===== config.mk =====
export PLATFORM = sky130hd
export DESIGN_NAME = depacketizer_2
export DESIGN_NICKNAME = d
export VERILOG_FILES = /design/src/rtl/lynx_flit_pkg.sv /design/src/rtl/flit_field_decode.sv /design/src/rtl/depacketizer_2.sv
export SDC_FILE = /design/constraint.sdc
export NUM_CORES = 1
export LEC_CHECK = 0
export ABC_AREA = 1
export CORE_AREA = 3 3 60 62
export DETAILED_ROUTE_END_ITERATION = 10
export DIE_AREA = 0 0 63 65
export PLACE_DENSITY = 0.87
export SLEW_MARGIN = 25
export SYNTH_ARGS = -nofsm -noshare
export SYNTH_HDL_FRONTEND = slang
export SYNTH_SLANG_ARGS = --single-unit
export TNS_END_PERCENT = 30

===== constraint.sdc =====
create_clock -name clk -period 1.7 [get_ports clk]
set_clock_uncertainty 0.15 [all_clocks]
set_input_delay 0.17 -clock clk [delete_from_list [all_inputs] [get_ports clk]]
set_output_delay 0.17 -clock clk [all_outputs]
set_load 0.005 [all_outputs]

===== src/rtl/lynx_flit_pkg.sv =====
// Shared flit definitions for the lynx NoC endpoints.
//   - state_e   : depacketizer control states
//   - p1 / p2   : payload widths of head and body/tail flits
//   - *_pos/*_lsb : bit positions of the header fields
// Flit layout, MSB first: valid, head, tail, vc, [dst on head flits], payload.
package lynx_flit_pkg;

  typedef enum logic [1:0] {
    ST_IDLE,
    ST_WAIT_TAIL,
    ST_HOLD
  } state_e;

  // Payload width of a head flit (carries the dst field).
  function automatic int p1(input int fw, input int aw, input int vcw);
    return fw - 3 - aw - vcw;
  endfunction

  // Payload width of a body/tail flit (no dst field).
  function automatic int p2(input int fw, input int vcw);
    return fw - 3 - vcw;
  endfunction

  function automatic int valid_pos(input int fw);
    return fw - 1;
  endfunction

  function automatic int head_pos(input int fw);
    return fw - 2;
  endfunction

  function automatic int tail_pos(input int fw);
    return fw - 3;
  endfunction

  function automatic int vc_lsb(input int fw, input int vcw);
    return fw - 3 - vcw;
  endfunction

  function automatic int dst_lsb(input int fw, input int aw, input int vcw);
    return fw - 3 - vcw - aw;
  endfunction

endpackage


===== src/rtl/flit_field_decode.sv =====
// Combinational header split of one flit.
//   flit_i         : raw flit
//   valid_bit_o    : flit valid bit
//   head_o/tail_o  : head / tail markers
//   vc_o           : VC field
//   dst_o          : dst field (meaningful on head flits only)
//   head_payload_o : payload as seen on a head flit
//   body_payload_o : payload as seen on a body/tail flit
module flit_field_decode
  import lynx_flit_pkg::*;
#(
  parameter int ADDRESS_WIDTH    = 4,
  parameter int VC_ADDRESS_WIDTH = 1,
  parameter int FLIT_WIDTH       = 18,
  localparam int P1 = p1(FLIT_WIDTH, ADDRESS_WIDTH, VC_ADDRESS_WIDTH),
  localparam int P2 = p2(FLIT_WIDTH, VC_ADDRESS_WIDTH)
) (
  input  logic [FLIT_WIDTH-1:0]       flit_i,
  output logic                        valid_bit_o,
  output logic                        head_o,
  output logic                        tail_o,
  output logic [VC_ADDRESS_WIDTH-1:0] vc_o,
  output logic [ADDRESS_WIDTH-1:0]    dst_o,
  output logic [P1-1:0]               head_payload_o,
  output logic [P2-1:0]               body_payload_o
);

  assign valid_bit_o    = flit_i[valid_pos(FLIT_WIDTH)];
  assign head_o         = flit_i[head_pos(FLIT_WIDTH)];
  assign tail_o         = flit_i[tail_pos(FLIT_WIDTH)];
  assign vc_o           = flit_i[vc_lsb(FLIT_WIDTH, VC_ADDRESS_WIDTH) +: VC_ADDRESS_WIDTH];
  assign dst_o          = flit_i[dst_lsb(FLIT_WIDTH, ADDRESS_WIDTH, VC_ADDRESS_WIDTH) +: ADDRESS_WIDTH];
  assign head_payload_o = flit_i[P1-1:0];
  assign body_payload_o = flit_i[P2-1:0];

endmodule


===== src/rtl/depacketizer_2.sv =====
// Reassembles a head+tail flit pair (or a single head/tail flit) into one
// output word with valid/ready handshake and counts protocol errors.
//   clk, rst_n        : clock, async active-low reset
//   flit_in           : flit from the router
//   flit_valid_in     : flit_in present
//   flit_ready_out    : a flit is accepted this cycle
//   data_out          : reassembled word (head payload MSBs, tail payload LSBs)
//   dst_out / vc_out  : head-flit dst / vc fields
//   valid_out         : outputs valid (held until ready_in)
//   ready_in          : consumer takes the word
//   err_count         : saturating protocol error count
module depacketizer_2
  import lynx_flit_pkg::*;
#(
  parameter int ADDRESS_WIDTH    = 4,
  parameter int VC_ADDRESS_WIDTH = 1,
  parameter int FLIT_WIDTH       = 18,
  parameter int WIDTH_DATA       = 12
) (
  input  logic                        clk,
  input  logic                        rst_n,
  input  logic [FLIT_WIDTH-1:0]       flit_in,
  input  logic                        flit_valid_in,
  output logic                        flit_ready_out,
  output logic [WIDTH_DATA-1:0]       data_out,
  output logic [ADDRESS_WIDTH-1:0]    dst_out,
  output logic [VC_ADDRESS_WIDTH-1:0] vc_out,
  output logic                        valid_out,
  input  logic                        ready_in,
  output logic [7:0]                  err_count
);

  localparam int P1 = p1(FLIT_WIDTH, ADDRESS_WIDTH, VC_ADDRESS_WIDTH);
  localparam int P2 = p2(FLIT_WIDTH, VC_ADDRESS_WIDTH);
  // Bits taken from the head payload, remainder from the tail payload.
  localparam int H  = (P1 < WIDTH_DATA) ? P1 : WIDTH_DATA;
  localparam int T  = WIDTH_DATA - H;

  logic                        f_valid, f_head, f_tail;
  logic [VC_ADDRESS_WIDTH-1:0] f_vc;
  logic [ADDRESS_WIDTH-1:0]    f_dst;
  logic [P1-1:0]               head_payload;
  logic [P2-1:0]               body_payload;

  flit_field_decode #(
    .ADDRESS_WIDTH   (ADDRESS_WIDTH),
    .VC_ADDRESS_WIDTH(VC_ADDRESS_WIDTH),
    .FLIT_WIDTH      (FLIT_WIDTH)
  ) u_decode (
    .flit_i        (flit_in),
    .valid_bit_o   (f_valid),
    .head_o        (f_head),
    .tail_o        (f_tail),
    .vc_o          (f_vc),
    .dst_o         (f_dst),
    .head_payload_o(head_payload),
    .body_payload_o(body_payload)
  );

  // Padding bits of the payloads are don't-care.
  logic unused_payload;
  assign unused_payload = ^{head_payload, body_payload};

  state_e                      state_q, state_d;
  logic [WIDTH_DATA-1:0]       data_q, data_d;
  logic [ADDRESS_WIDTH-1:0]    dst_q, dst_d;
  logic [VC_ADDRESS_WIDTH-1:0] vc_q, vc_d;
  logic [7:0]                  err_q, err_d;

  logic                        accept, load_head, load_tail, err_ev;
  logic [WIDTH_DATA-1:0]       head_word, tail_word;

  // Flits with the valid bit clear are consumed but otherwise ignored.
  assign accept    = flit_valid_in & f_valid & flit_ready_out;
  // A head always starts a new packet, also in HOLD (no bubble) and in
  // WAIT_TAIL (partial packet dropped).
  assign load_head = accept & f_head;
  assign load_tail = accept & ~f_head & f_tail & (state_q == ST_WAIT_TAIL);
  assign err_ev    = accept & ((state_q == ST_WAIT_TAIL) ? (f_head | ~f_tail) : ~f_head);

  generate
    if (T > 0) begin : g_split
      assign head_word = {head_payload[P1-1 -: H], {T{1'b0}}};
      assign tail_word = {data_q[WIDTH_DATA-1 -: H], body_payload[P2-1 -: T]};
    end else begin : g_head_only
      assign head_word = head_payload[P1-1 -: H];
      assign tail_word = data_q;
    end
  endgenerate

  // FSM: state register
  // NOTE: sequential state uses non-blocking assignments so every register
  // samples pre-edge values regardless of process ordering.
  always_ff @(posedge clk or negedge rst_n) begin
    if (!rst_n) state_q <= ST_IDLE;
    else        state_q <= state_d;
  end

  // FSM: next-state logic
  always_comb begin
    // NOTE: default first so no path leaves state_d unassigned (no latch).
    state_d = state_q;
    unique case (state_q)
      ST_IDLE: begin
        if (load_head) state_d = f_tail ? ST_HOLD : ST_WAIT_TAIL;
      end
      ST_WAIT_TAIL: begin
        if (load_head)      state_d = f_tail ? ST_HOLD : ST_WAIT_TAIL;
        else if (load_tail) state_d = ST_HOLD;
      end
      ST_HOLD: begin
        if (ready_in) state_d = load_head ? (f_tail ? ST_HOLD : ST_WAIT_TAIL) : ST_IDLE;
      end
      default: state_d = ST_IDLE;
    endcase
  end

  // FSM: outputs
  always_comb begin
    valid_out      = (state_q == ST_HOLD);
    flit_ready_out = (state_q != ST_HOLD) | ready_in;
  end

  // Datapath next state
  always_comb begin
    data_d = data_q;
    dst_d  = dst_q;
    vc_d   = vc_q;
    if (load_head) begin
      data_d = head_word;
      dst_d  = f_dst;
      vc_d   = f_vc;
    end else if (load_tail) begin
      data_d = tail_word;
    end
    err_d = (err_ev && (err_q != 8'hFF)) ? err_q + 8'd1 : err_q;
  end

  always_ff @(posedge clk or negedge rst_n) begin
    if (!rst_n) begin
      data_q <= '0;
      dst_q  <= '0;
      vc_q   <= '0;
      err_q  <= '0;
    end else begin
      data_q <= data_d;
      dst_q  <= dst_d;
      vc_q   <= vc_d;
      err_q  <= err_d;
    end
  end

  assign data_out  = data_q;
  assign dst_out   = dst_q;
  assign vc_out    = vc_q;
  assign err_count = err_q;

endmodule


## Word level (Yosys, flattened, before mapping)

Cells that the tools add are included.

| storage, ports and cells | value |
|---|---|
| bits in registers | 27 |
| input bits | 22 |
| output and inout port bits | 27 |

| operators by class | value |
|---|---|
| add/subtract/negate cells | 1 |
| equality and inequality tests | 7 |
| muxes and demuxes | 10 |
| bitwise gates (word level) | 11 |
| reduce and logical (&&, ||, !) cells | 4 |

Operators by type and width:

| operator | number |
|---|---|
| 2-to-1 mux 2 bit | 7 |
| 2-to-1 mux 12 bit | 1 |
| adder 8 x 1 -> 8 bit, second input constant | 1 |
| inequality test 8 bit, second input constant | 1 |
| bitwise AND 1 bit | 7 |
| one-hot mux 2 bit (3 select lines) | 1 |
| inequality test 2 bit, second input constant | 2 |
| inequality test 3 bit, second input constant | 1 |
| AND reduction 3 bit | 1 |
| == test 2 x 1 -> 1 bit, second input constant | 1 |
| == test 2 bit, second input constant | 1 |
| logical NOT 2 bit | 1 |
| inequality test 2 x 1 -> 1 bit, second input constant | 1 |
| NOT 1 bit | 2 |
| OR 1 bit | 2 |
| nonzero test 2 bit | 1 |
| logical AND 1 bit | 1 |
| 2-to-1 mux 1 bit | 1 |

## Logic depth before layout (Yosys ltp)

| logic depth | value |
|---|---|
| depth in word-level cells | 9 |
| mapped depth | 9 |

## Hierarchy

From an unflattened synthesis, not the netlist that was laid out.

| second synthesis, totals | value |
|---|---|
| cell total of the unflattened synthesis | 193 |
| area, all modules | 1574.0 sq um |

By module, submodules not included:

| module | instances | cells each | area each (sq um) |
|---|---|---|---|
| depacketizer_2 | 1 | 161 | 1333.8 |
| flit_field_decode | 1 | 32 | 240.2 |

## Worst setup path after synthesis

Ideal clock, no wire load.

| path | value |
|---|---|
| kind | register -> register |
| start | register err_q[0] (netlist: err_count[0]) |
| end | register err_q[0] (netlist: err_count[0]) |
| library setup time | 117 ps |
| arrival | 1281 ps |
| required time | 1433 ps |
| slack | 152 ps |
| cell stages (with the launch flop) | 7 |
| period minus slack after synthesis | 1548 ps |
| path through | dfrtp_1 ha_1 nand3_1 or3_1 buf_6 nand3b_1 nand2_1 |

| on the way | value |
|---|---|
| word-level cells in the longest chain between the ends | 2 |
| elaborated cells between the ends (all ways) | 3 |
| those cells by class | add/sub (1); eq/ne (1); reduce/logical (1) |

Ends and longest elaborated chain:

| what | line | RTL |
|---|---|---|
| start, declared | depacketizer_2.sv:68 | `logic [7:0] err_q, err_d;` |
| start signal, assigned | depacketizer_2.sv:149 | `err_q <= err_d;` |
| parallel branches: the longest is 2 deep, another holds adder 8 x 1 -> 8 bit | - |  |

Several ways; the timed one is not identified.
A chain may end at the register's enable or synchronous reset.

## Worst setup path after layout

| path | value |
|---|---|
| start | register err_q[4] (netlist: err_count[4]) |
| end | output port err_count[4] |

RTL lines:

| what | line | RTL |
|---|---|---|
| end, declared | depacketizer_2.sv:30 | `output logic [7:0] err_count` |

No word-level cell between the ends.

==> impl_results.md <==
* Synth Area in Simple Gates at 36.0%
* Sequential share of power at approximately two fifths
* Asr flop ratio synth at 100%
* DRT Wirelength at 3290 um
* Hold WC Path Type: in2async
* Netlist Area Pre-Place at 0.00134 mm^2
* Power share of the clock group at between 10 and 15%
* Seq cells post-synth at 27
* Antenna cells at 0
* Crit start category: flip-flop
* Grt peak-use layer: met2
* Critical path arrival at 1330 ps
* Ys flop type: dfrtp_1
* Post-route cell area at 0.00213 mm^2
* Yosys warning total at 0
* Comb power frac at between 40% and 50%
* CP max stage delay at 490 ps
* GRT met2 Usage at 28.2%
* WP data required at 1380 ps
* Final Hold Fails at 0
* GRT met1 Usage at 20.8%
* Net Switching at 0.761 mW
* First-pass GRT wire length at 5420 um
* CTS root buf: clkbuf_4
* Slew Limit Fails at 0
* M3 GR Usage at around 5%
* Synth area leader: dfrtp_1
* GRT overflow at 0
* Crit path cell chain: buf_4, clkdlybuf4s50_1
* Slew margin rel. at about three quarters
* Height of the die at 65 um
* Largest net degree at the start of global routing at 28
* Seq/Total Area, Yosys at 50.4%
* Initial Util at 43.5%
* Switching Share at 33.2%
* Initial antenna violation count at 0
* Worst Path Max Fanout at 4
* Avg WL per Cell at 11.7 um
* Final HPWL DP at 2380 um
* Final setup viols at 0
* LEAKAGE at 1.11 nW
* Layout cells sized above 1 at 19.9%
* Number of synthesized flops with an enable pin at 0
* Clock Pin Slew Worst Setup and Hold Paths at ~150 ps
* Ports at between 40 and 50
* Final core utilization at between 60% and 70%
* MaxCap Viol Count at 0
* Reg area at 677 um^2
* Die ar. at 0.00410 mm^2
* H-tree depth at 1
* Sink Count at 27
* Tot Pwr at 2.29 mW
* Post-Synthesis Cells at roughly 160
* Non-Filler Instances at 280
* Syn_area_per_cell at 8.22 um^2
* Synth Area in Compound Gates at approximately 3.6%
* CTS buffer count at 3
* Net count after synthesis at 186
* Drt via density at 4.51
* DRT antenna net count at 0
* P_int at ~1.5 mW
* Min Clock Period, post-route at 1650 ps
* Area of the core at 0.00308 mm^2
* Mux share of post-synthesis cell area at 0%
* Area Overhead vs Synth at 59.3%
* Pre-antenna DRT Iters at 4
* Clock latency on the worst-skew pair at 330 ps
* Tcrit/Tclk final at 97.1%
* Share of the synthesized area in the top cell type at 50.4%
* WP buf/inv at 2
* Placed cell count at 269
* Critical path capture point type: output pin
* I/O Buffers at 48
* Drt initial violations at 52
* Most frequent cells after synthesis: nand2_1, dfrtp_1, inv_1, nand3_1, nor2_1
* Number of global-route vias before repair at 1,221
* Critical path's slowest cell: clkdlybuf4s50_1
* Crit path max-delay family: buffers and inverters
* Top cells by area, synth: dfrtp_1, nand2_1, nand3_1
* Max Fclk at ~0.6 GHz
* Largest family of logic cells by synthesized area: simple AND/OR/NAND/NOR gates
* Via Count at roughly 1.3k
* Nets at 260
* Die X at 63 um
* CP Class: reg2out
* PD cells at between 1000 and 1500 mW/mm^2
* Netlist cell types at 25
* DRC at 0
* Max VDD drop at 0.650 mV
* Synth Area in Adders at less than 1%
* CTS tree: done
* Count leader, synth: nand2_1
* Xor/xnor cell area share of the yosys netlist at about 3.9%
* Multi-input logic area at 652 um^2
* CTS Buffer Depth at 2
* Final GP Congestion at 0.786
* Area after DPL at 0.00198 mm^2
* Filler Cell Count at 250
* Outcome: completed
* Worst Tran Pin Value at between 300 and 400 ps
* Row count at 20
* GRT Total Usage at 16.6%
-- stage by stage --
| step | setup TNS [ps] | setup slack [ps] | hold WS, ps |
|---|---|---|---|
| 2_1_floorplan | 0 | 152 | -276 |
| 3_3_place_gp | 0 | 0.900 | 312 |
| 3_5_place_dp | -146 | -23.4 | 314 |
| 4_1_cts | 0 | 20.3 | 46.2 |
| 5_1_grt | -23.6 | -9.65 | 66.9 |
| 6_report | 0 | 49.9 | 32.9 |
-- power groups by stage --
stage / combinational (mW) / clock [mW] / sequential [mW]
2_1_floorplan: 0.375 / 0 / 0.968
6_report: 1.09 / 0.276 / 0.924
3_3_place_gp: 0.948 / 0 / 0.945
5_1_grt: 1.21 / 0.300 / 0.948
3_5_place_dp: 0.970 / 0 / 0.951
4_1_cts: 1.03 / 0.281 / 0.923
-- cell usage in the layout, fill, tap and decap left out --
cell,instances
buf_4,21
nand3b_1,1
o21bai_1,1
a41oi_1,1
nand3_4,2
nor2_1,9
buf_6,3
xnor2_1,3
nand2_4,2
dfrtp_1,26
nand3_1,8
nor2_8,1
a21oi_4,1
ha_1,1
dlymetal6s2s_1,3
a21oi_1,3
clkdlybuf4s50_1,44
clkdlybuf4s15_1,1
dfrtp_2,1
nand2_2,4
xor2_1,3
or3_4,1
inv_1,8
nand4_1,1
inv_2,4
clkbuf_1,1
clkbuf_4,3
o21ai_4,1
nand3_2,2
nand2_8,1
nand2_1,75
-- timing repair --
item	in CTS	in global routing
pin swaps	0	4
buffers inserted	3	4
cloned	0	0
gates resized for setup	3	21
endpoints found under the setup margin	7	15
hold buffers	0	0
endpoints found under the hold margin	0	0
-- per-layer routing --
layer / part of all wire (%) / vias up / wire length [um]
met1: 43 / 568 / 1410
li1: - / 648 / -
met5: 0 / - / 0
met2: 50 / 43 / 1630
met3: 6.8 / 4 / 225
met4: 0.67 / 0 / 22
-- cell type report --
cell class	instances	area share, %
repair buffers	72	31.8
flip-flops and latches	27	31.7
multi-input cells	121	30.5
well taps	44	2.58
inverters	12	2.11
clock buffers	4	1.23
-- state kept, by name, indices dropped and copies added (netlist names) --
signal,count
data_out,12
err_count,8
dst_out,4
state_q,2
vc_out,1
-- kinds of logic after synthesis --
family | Yosys count
buffers and inverters | 15
and+or+nand+nor | 107
AOI/OAI and AO/OA | 7
xor gates and xnor gates | 6
adders and majority gates | 1
DFF | 27
-- final timing paths --
path | startpoint | end | slack [ps] | cells after the start
hold / removal | rst_n | err_count[1] | 30 | 2
min in group clk | flit_in[11] | dst_out[1] | 200 | 3
setup / recovery | err_count[4] | err_count[4] | 50 | 2
max in group asynchronous | rst_n | state_q[1] | 1090 | 2
hold reg to reg | vc_out | vc_out | 340 | 2
setup reg to reg | state_q[0] | err_count[5] | 70 | 10
No activity file was read; power rests on OpenSTA's default activity.
